File: config.mk
export PLATFORM = sky130hd
export DESIGN_NAME = rf_wport_arbiter
export DESIGN_NICKNAME = d
export VERILOG_FILES = /design/src/rtl/rf_wport_arbiter.sv
export SDC_FILE = /design/constraint.sdc
export NUM_CORES = 1
export LEC_CHECK = 0
export BUFFER_PORTS_ARGS = -buffer_cell sky130_fd_sc_hd__clkbuf_2
export CAP_MARGIN = 20
export CELL_PAD_IN_SITES_DETAIL_PLACEMENT = 1
export CELL_PAD_IN_SITES_GLOBAL_PLACEMENT = 1
export CORE_MARGIN = 5
export CORE_UTILIZATION = 30
export DETAILED_ROUTE_END_ITERATION = 10
export GPL_ROUTABILITY_DRIVEN = 0
export PLACE_DENSITY = 0.72
export SLEW_MARGIN = 20
export SYNTH_ARGS = -nofsm -noshare
export SYNTH_HDL_FRONTEND = slang
export SYNTH_SLANG_ARGS = --single-unit
File: constraint.sdc
create_clock -name clk -period 1.8 [get_ports clk]
set_input_delay 0.36 -clock clk [delete_from_list [all_inputs] [get_ports clk]]
set_output_delay 0.36 -clock clk [all_outputs]
set_load 0.03 [all_outputs]
File: src/rtl/rf_wport_arbiter.sv
// rf_wport_arbiter
//   Shares the single register-file write port between the in-order pipeline
//   writeback and a long-latency multiply/divide unit (MDU). All write-port
//   outputs and stall_pipe are registered. A granted request in cycle N appears
//   on wr_* in cycle N+1.
//
//   An MDU result that loses to the pipeline goes into a one-entry hold buffer.
//   A starvation counter forces a pipeline stall so that the held entry
//   eventually drains.
//
// Ports
//   clk, reset                 clock, asynchronous active-low reset
//   pipe_w/pipe_addr/pipe_data pipeline writeback request (addr 0 = no request)
//   mdu_valid/addr/data        MDU result. Held stable while mdu_ready=0.
//   mdu_ready                  MDU result accepted this cycle (hold buffer empty)
//   wr_en/wr_addr/wr_data      register-file write port (registered)
//   stall_pipe                 freeze the pipeline to force an MDU slot (registered)
//   pend_valid/pend_addr       hold buffer occupancy and destination, for hazard checks
//   conflict_cnt               pipe-vs-MDU conflict count
//
// Configuration
//   WB_ARB_STATS_EN  when defined, builds the saturating conflict counter.
//                    Otherwise conflict_cnt is tied to 0.

module rf_wport_arbiter #(
    parameter int unsigned DATA_W       = 32,
    parameter int unsigned ADDR_W       = 5,
    parameter int unsigned STARVE_LIMIT = 4   // 1..15
) (
    input  logic              clk,
    input  logic              reset,
    input  logic              pipe_w,
    input  logic [ADDR_W-1:0] pipe_addr,
    input  logic [DATA_W-1:0] pipe_data,
    input  logic              mdu_valid,
    input  logic [ADDR_W-1:0] mdu_addr,
    input  logic [DATA_W-1:0] mdu_data,
    output logic              mdu_ready,
    output logic              wr_en,
    output logic [ADDR_W-1:0] wr_addr,
    output logic [DATA_W-1:0] wr_data,
    output logic              stall_pipe,
    output logic              pend_valid,
    output logic [ADDR_W-1:0] pend_addr,
    output logic [31:0]       conflict_cnt
);

    localparam logic [3:0] Limit = 4'(STARVE_LIMIT);

    typedef enum logic [1:0] {StEmpty, StHeld, StForce} state_e;

    state_e            state_q, state_d;
    logic [3:0]        cnt_q, cnt_d;
    logic [ADDR_W-1:0] hold_addr_q, hold_addr_d;
    logic [DATA_W-1:0] hold_data_q, hold_data_d;
    logic              wr_en_q, wr_en_d;
    logic [ADDR_W-1:0] wr_addr_q, wr_addr_d;
    logic [DATA_W-1:0] wr_data_q, wr_data_d;
    logic              stall_q, stall_d;

    logic pipe_req;
    logic mdu_xfer;
    logic mdu_keep;

    // A write to register 0 does nothing, so it is not treated as a request.
    assign pipe_req  = pipe_w & (pipe_addr != '0);
    assign mdu_ready = (state_q == StEmpty);
    assign mdu_xfer  = mdu_valid & mdu_ready;
    // An MDU result for register 0 is accepted and discarded.
    assign mdu_keep  = mdu_xfer & (mdu_addr != '0);

    always_comb begin
        state_d     = state_q;
        cnt_d       = cnt_q;
        hold_addr_d = hold_addr_q;
        hold_data_d = hold_data_q;
        wr_en_d     = 1'b0;
        wr_addr_d   = wr_addr_q;
        wr_data_d   = wr_data_q;

        // The pipeline always wins when it has a real request.
        if (pipe_req) begin
            wr_en_d   = 1'b1;
            wr_addr_d = pipe_addr;
            wr_data_d = pipe_data;
        end

        case (state_q)
            StEmpty: begin
                if (mdu_keep) begin
                    if (pipe_req) begin
                        hold_addr_d = mdu_addr;
                        hold_data_d = mdu_data;
                        cnt_d       = 4'd1;
                        // The capture cycle already counts as one lost cycle.
                        state_d     = (Limit <= 4'd1) ? StForce : StHeld;
                    end else begin
                        wr_en_d   = 1'b1;
                        wr_addr_d = mdu_addr;
                        wr_data_d = mdu_data;
                    end
                end
            end
            StHeld, StForce: begin
                if (pipe_req) begin
                    cnt_d = (cnt_q < Limit) ? cnt_q + 4'd1 : cnt_q;
                    if (cnt_d >= Limit) begin
                        state_d = StForce;
                    end
                end else begin
                    wr_en_d   = 1'b1;
                    wr_addr_d = hold_addr_q;
                    wr_data_d = hold_data_q;
                    cnt_d     = 4'd0;
                    state_d   = StEmpty;
                end
            end
            default: state_d = StEmpty;
        endcase

        stall_d = (state_d == StForce);
    end

    always_ff @(posedge clk or negedge reset) begin
        if (!reset) begin
            state_q     <= StEmpty;
            cnt_q       <= 4'd0;
            hold_addr_q <= '0;
            hold_data_q <= '0;
            wr_en_q     <= 1'b0;
            wr_addr_q   <= '0;
            wr_data_q   <= '0;
            stall_q     <= 1'b0;
        end else begin
            state_q     <= state_d;
            cnt_q       <= cnt_d;
            hold_addr_q <= hold_addr_d;
            hold_data_q <= hold_data_d;
            wr_en_q     <= wr_en_d;
            wr_addr_q   <= wr_addr_d;
            wr_data_q   <= wr_data_d;
            stall_q     <= stall_d;
        end
    end

    assign wr_en      = wr_en_q;
    assign wr_addr    = wr_addr_q;
    assign wr_data    = wr_data_q;
    assign stall_pipe = stall_q;
    assign pend_valid = (state_q != StEmpty);
    assign pend_addr  = pend_valid ? hold_addr_q : '0;

`ifdef WB_ARB_STATS_EN
    logic [31:0] conflict_q, conflict_d;

    // Counts only MDU results that actually compete for the port (addr != 0).
    always_comb begin
        conflict_d = conflict_q;
        if (pipe_req && (state_q != StEmpty || mdu_keep) && conflict_q != 32'hFFFF_FFFF) begin
            conflict_d = conflict_q + 32'd1;
        end
    end

    always_ff @(posedge clk or negedge reset) begin
        if (!reset) begin
            conflict_q <= 32'd0;
        end else begin
            conflict_q <= conflict_d;
        end
    end

    assign conflict_cnt = conflict_q;
`else
    assign conflict_cnt = 32'd0;
`endif

endmodule

# Yosys cells after proc, flatten, opt, wreduce, memory -nomap -nowiden
# Cells that the tools add are included.
# Widths: inputs -> output; s select.
# word_totals
reg_bits	82
inputBits	78
out_inout_bits	78
elab_cells	52
# classes
n_addsub	1
order_cmp	2
n_eq_ne	5
n_mux	25
bitwise_logic	3
reduce_logical	8
# op_table
cell	count
$mux 32	4
$pmux 32 s2	1
$mux 5	5
$mux 4	4
$pmux 5 s2	1
$reduce_bool 5->1	2
$mux 2	4
$pmux 4 s2	1
$reduce_and 3->1	2
$add 4x1->4 const B	1
$eq 2x2->1 const B	2
$ge 4x3->1 const B	1
$lt 4x3->1 const B	1
$ne 2x1->1 const B	2
$pmux 2 s2	1
$reduce_bool 2->1	2
$and 1x1->1	3
$mux 1	3
$eq 2x1->1 const B	1
$logic_not 2->1	1
$pmux 1 s2	1
$reduce_or 2->1	1

# Longest topological paths before layout
# logic_depth
depth_word	7
mapped_depth	8
ltp_nobuf	6

# Worst setup path after synthesis
# OpenSTA, ideal clock, no wires.
# synth_path
path_type	in2reg
startpoint	input mdu_addr[0]
endpoint	register hold_addr_q[0]
setup_time_ps	125
arrival_ps	1930
t_required_ps	1675
slack_ps	-254
stages	7
n_path_buf	3
path_cell_list	or4_4 > o21a_1 > buf_2 > nand3_2 > buf_4 > buf_6 > mux2_2
# synth_via
elab_chain_cells	3
# synth_lines
element	line	source
start: declaration	36	input logic [ADDR_W-1:0] mdu_addr,
$reduce_bool 5->1	70	assign mdu_keep = mdu_xfer & (mdu_addr != '0);
$and 1x1->1	70	
$reduce_and 3->1 (no source line)	--	
end signal: assignment	137	hold_addr_q <= hold_addr_d;
end: declaration	54	logic [ADDR_W-1:0] hold_addr_q, hold_addr_d;
# Parallel ways exist; a longest one is shown, timed or not.
# A chain may end at the register's enable or synchronous reset.

# Worst setup path after layout
# layout_path
startpoint	register state_q[0]
endpoint	output pend_addr[1]
# layout_via
elab_chain_cells	2
# layout_lines
element	line	source
start: declaration	52	state_e state_q, state_d;
start signal: assignment	126	state_q <= StEmpty;
start signal: assignment	135	state_q <= state_d;
$reduce_bool 2->1	150	assign pend_valid = (state_q != StEmpty);
$mux 5	151	assign pend_addr = pend_valid ? hold_addr_q : '0;
end: declaration	44	output logic [ADDR_W-1:0] pend_addr,
# No other way between the ends.

==> results.cfg <==
[yosys]
synthTopCellsByArea = dfrtp_1 (37%), mux2_2 (7.7%), o221a_2 (6.5%)
synth_edf_count = 0
synth_top_area_cell = dfrtp_1
syn_area_um2 = 5543
synthDominantCellAreaShare_pct = 37.02
syn_inst = 569
synth_flop_cell = dfrtp_1
synth_seq_cells = 82
synth-async-reset-ratio_pct = 100.0
avgSynthCellArea_um2 = 9.741
ys_types = 55
ys_seq_area_share_pct = 37.02
ys_warn_count = 0

[sta]
fmax_ghz = 0.5615
worstMarginPinSlew_ns = 0.5043
hold_viol_final = 0
slew-limit-headroom_pct = 66.38
setup_viol = 0
drv_slew = 0
min_period_ns = 1.781
fin_crit_sh_pct = 98.94
fin_setup_tns_ns = 0
rsz0062_at_grt = true
fin_skew_ns = 0.006821

[pwr]
p_leak_nw = 3.426
p_total_mw = 12.74
ir_drop_uv = 715.6
powerDensity_nw_per_um2 = 1724

[die]
dieArea_um2 = 21290
rows = 49
start_util_pct = 30.65
die_w_um = 145.9
core_area_um2 = 18090
die_h_um = 145.9
ios = 156

[setup_path]
crit_required_ns = 1.44
crit_fanout = 8
arrival_ns = 1.42
start_kind = flip-flop
rrSetupSlack_ns = 0.02
critPathCaptureType = output port
worstSetupPathType = reg2out

[placement]
dpl.hpwl_um = 15390
io_buffer_count = 123
dp_cells = 923

[global_routing]
use_met2_pct = 34.75
overflow = 0
grt_max_degree = 45
grtUsageMet1_pct = 25.10
grt_antenna_before_repair = 0
grt.busiest_layer = met2
grt_pass1_vias = 6094
grt_pass1_wl_um = 34690
grt_usage_pct = 20.35
met3_usage_pct = 4.983

[cells_and_area]
area_growth_syn_to_layout_pct = 33.25
final_cell_count_no_fill = 950
antenna_cells = 0
nFillCells = 2054
post-route-util_pct = 40.84
drive_above_1_share_pct = 45.21
nets = 798

[route]
ant_nets = 0
vias = 5637
drtIter0Drc = 384
dr.pass1.iters = 4
drc = 0
routedWlPerCell_um = 23.52
routed_via_density = 5.934
wirelength_um = 22340

[flow_run]
maxCapViolCount = 0

[clock_network]
cts_htree_levels = 3
cts_tree = yes
clock_sinks = 82
clock_latency_ns = 0.36
clock_path_buffers = 2
cts_buffers = 9
cts.clk_slew.worst_paths_ns = 0.06
cts_root_buffer = clkbuf_16

[hold_path]
hp-class = in2reg

[status]
status = finished, final reports clean
==> repair_timing <==
item,4_1_cts,5_1_grt
hold endpoints to repair,24,0
gates resized for setup,24,30
gates cloned,1,1
endpoints found under the setup margin,15,41
buffers inserted,6,4
pin swaps,2,7
hold buffers,1,0
==> sequential cells by signal, indices dropped and copies added (netlist names) <==
| signal | flops |
|---|---|
| state_q | 2 |
| cnt_q | 4 |
| wr_data | 32 |
| stall_pipe | 1 |
| wr_en | 1 |
| hold_data_q | 32 |
| hold_addr_q | 5 |
| wr_addr | 5 |
==> path summary, 6_finish.rpt <==
path / start / to / cells past startpoint
hold / removal: mdu_data[14] / wr_data[14] / 2
hold reg to reg: hold_data_q[22] / hold_data_q[22] / 1
min in group asynchronous: reset / wr_data[1] / 2
max in group asynchronous: reset / wr_data[28] / 3
setup reg to reg: state_q[0] / wr_data[26] / 7
setup / recovery: state_q[0] / pend_addr[1] / 5
==> area by class of cell <==
class | instances | area [um2] | area share, %
inverters | 6 | 27.53 | 0.3727
multi-input cells | 413 | 3244 | 43.93
flip-flops and latches | 82 | 2052 | 27.78
repair buffers | 205 | 1489 | 20.16
clock inverters | 3 | 40.04 | 0.5421
well taps | 229 | 286.5 | 3.879
clock buffers | 12 | 246.5 | 3.337
==> routing by layer <==
layer / routed length (um) / share of wire [%] / vias up
met3: 1096 / 4.9 / 35
met5: 0 / 0 / -
li1: - / - / 2499
met2: 11330 / 51 / 186
met4: 490 / 2.2 / 0
met1: 9427 / 42 / 2917
==> placed cells by master, fill, tap and decap left out, types with 3 or more instances in the layout <==
cell type,instances
a211o_1,30
o2111ai_1,32
a22oi_1,3
o31ai_1,31
nor2_1,30
o22ai_1,3
nand3_1,3
a31oi_1,3
buf_4,63
a221o_2,3
mux2_4,19
buf_12,14
o41ai_1,3
a32oi_1,31
a21oi_1,5
nand2_1,36
nor2_2,3
buf_6,7
clkbuf_16,9
clkinv_2,3
clkbuf_2,115
o21ai_1,3
nor2b_1,3
a211oi_1,5
nor2b_4,4
a22o_1,4
o21ai_0,34
conb_1,32
mux2_2,19
dfrtp_1,82
o221a_2,32
==> worst max-delay path, cell delays in order, from the launching register on <==
cell and delay (ns):
dfrtp_1 0.39, inv_2 0.06, ha_4 0.19, buf_12 0.15
nor2b_1 0.10, buf_4 0.17
==> power by group <==
part	leakage (nW)	internal, mW	switching [mW]	total (mW)
Clock	0.142	1.10	0.782	1.88
Sequential	0.991	2.76	0.783	3.54
Combinational	2.29	3.29	4.02	7.31
==> stage by stage <==
step                      worst slack, ns  hold WS [ns]  cell area [um2]
after floorplan                   -0.2148       0.06441             5762
after global placement            -0.2990        0.3078             6790
after detailed placement          -0.3601        0.3146             6790
after CTS                       -0.007982        0.2300             7249
after global routing             -0.04339        0.2368             7386
final                             0.01911        0.2406             7386
==> cells by family after synthesis <==
group	share of synthesized area, %
and+or+nand+nor	7.923
DFF	37.02
muxes	7.901
other	0.06766
AOI/OAI and AO/OA	35.85
adders and majority gates	0.6773
buffers and inverters	10.56
==> Yosys cell counts (4+ instances only) <==
| cell | instances |
|---|---|
| inv_1 | 5 |
| nor2_1 | 34 |
| o41ai_1 | 4 |
| o21ai_0 | 37 |
| a21oi_1 | 7 |
| buf_1 | 7 |
| o221a_2 | 32 |
| nor2b_1 | 7 |
| dfrtp_1 | 82 |
| a22o_1 | 4 |
| clkbuf_1 | 46 |
| o2111ai_1 | 32 |
| nand2_1 | 36 |
| a31oi_1 | 4 |
| a32oi_1 | 31 |
| a211oi_1 | 5 |
| a211o_1 | 30 |
| buf_2 | 6 |
| buf_4 | 34 |
| o31ai_1 | 32 |
| mux2_2 | 38 |
Power figures use the tool's default switching activity.
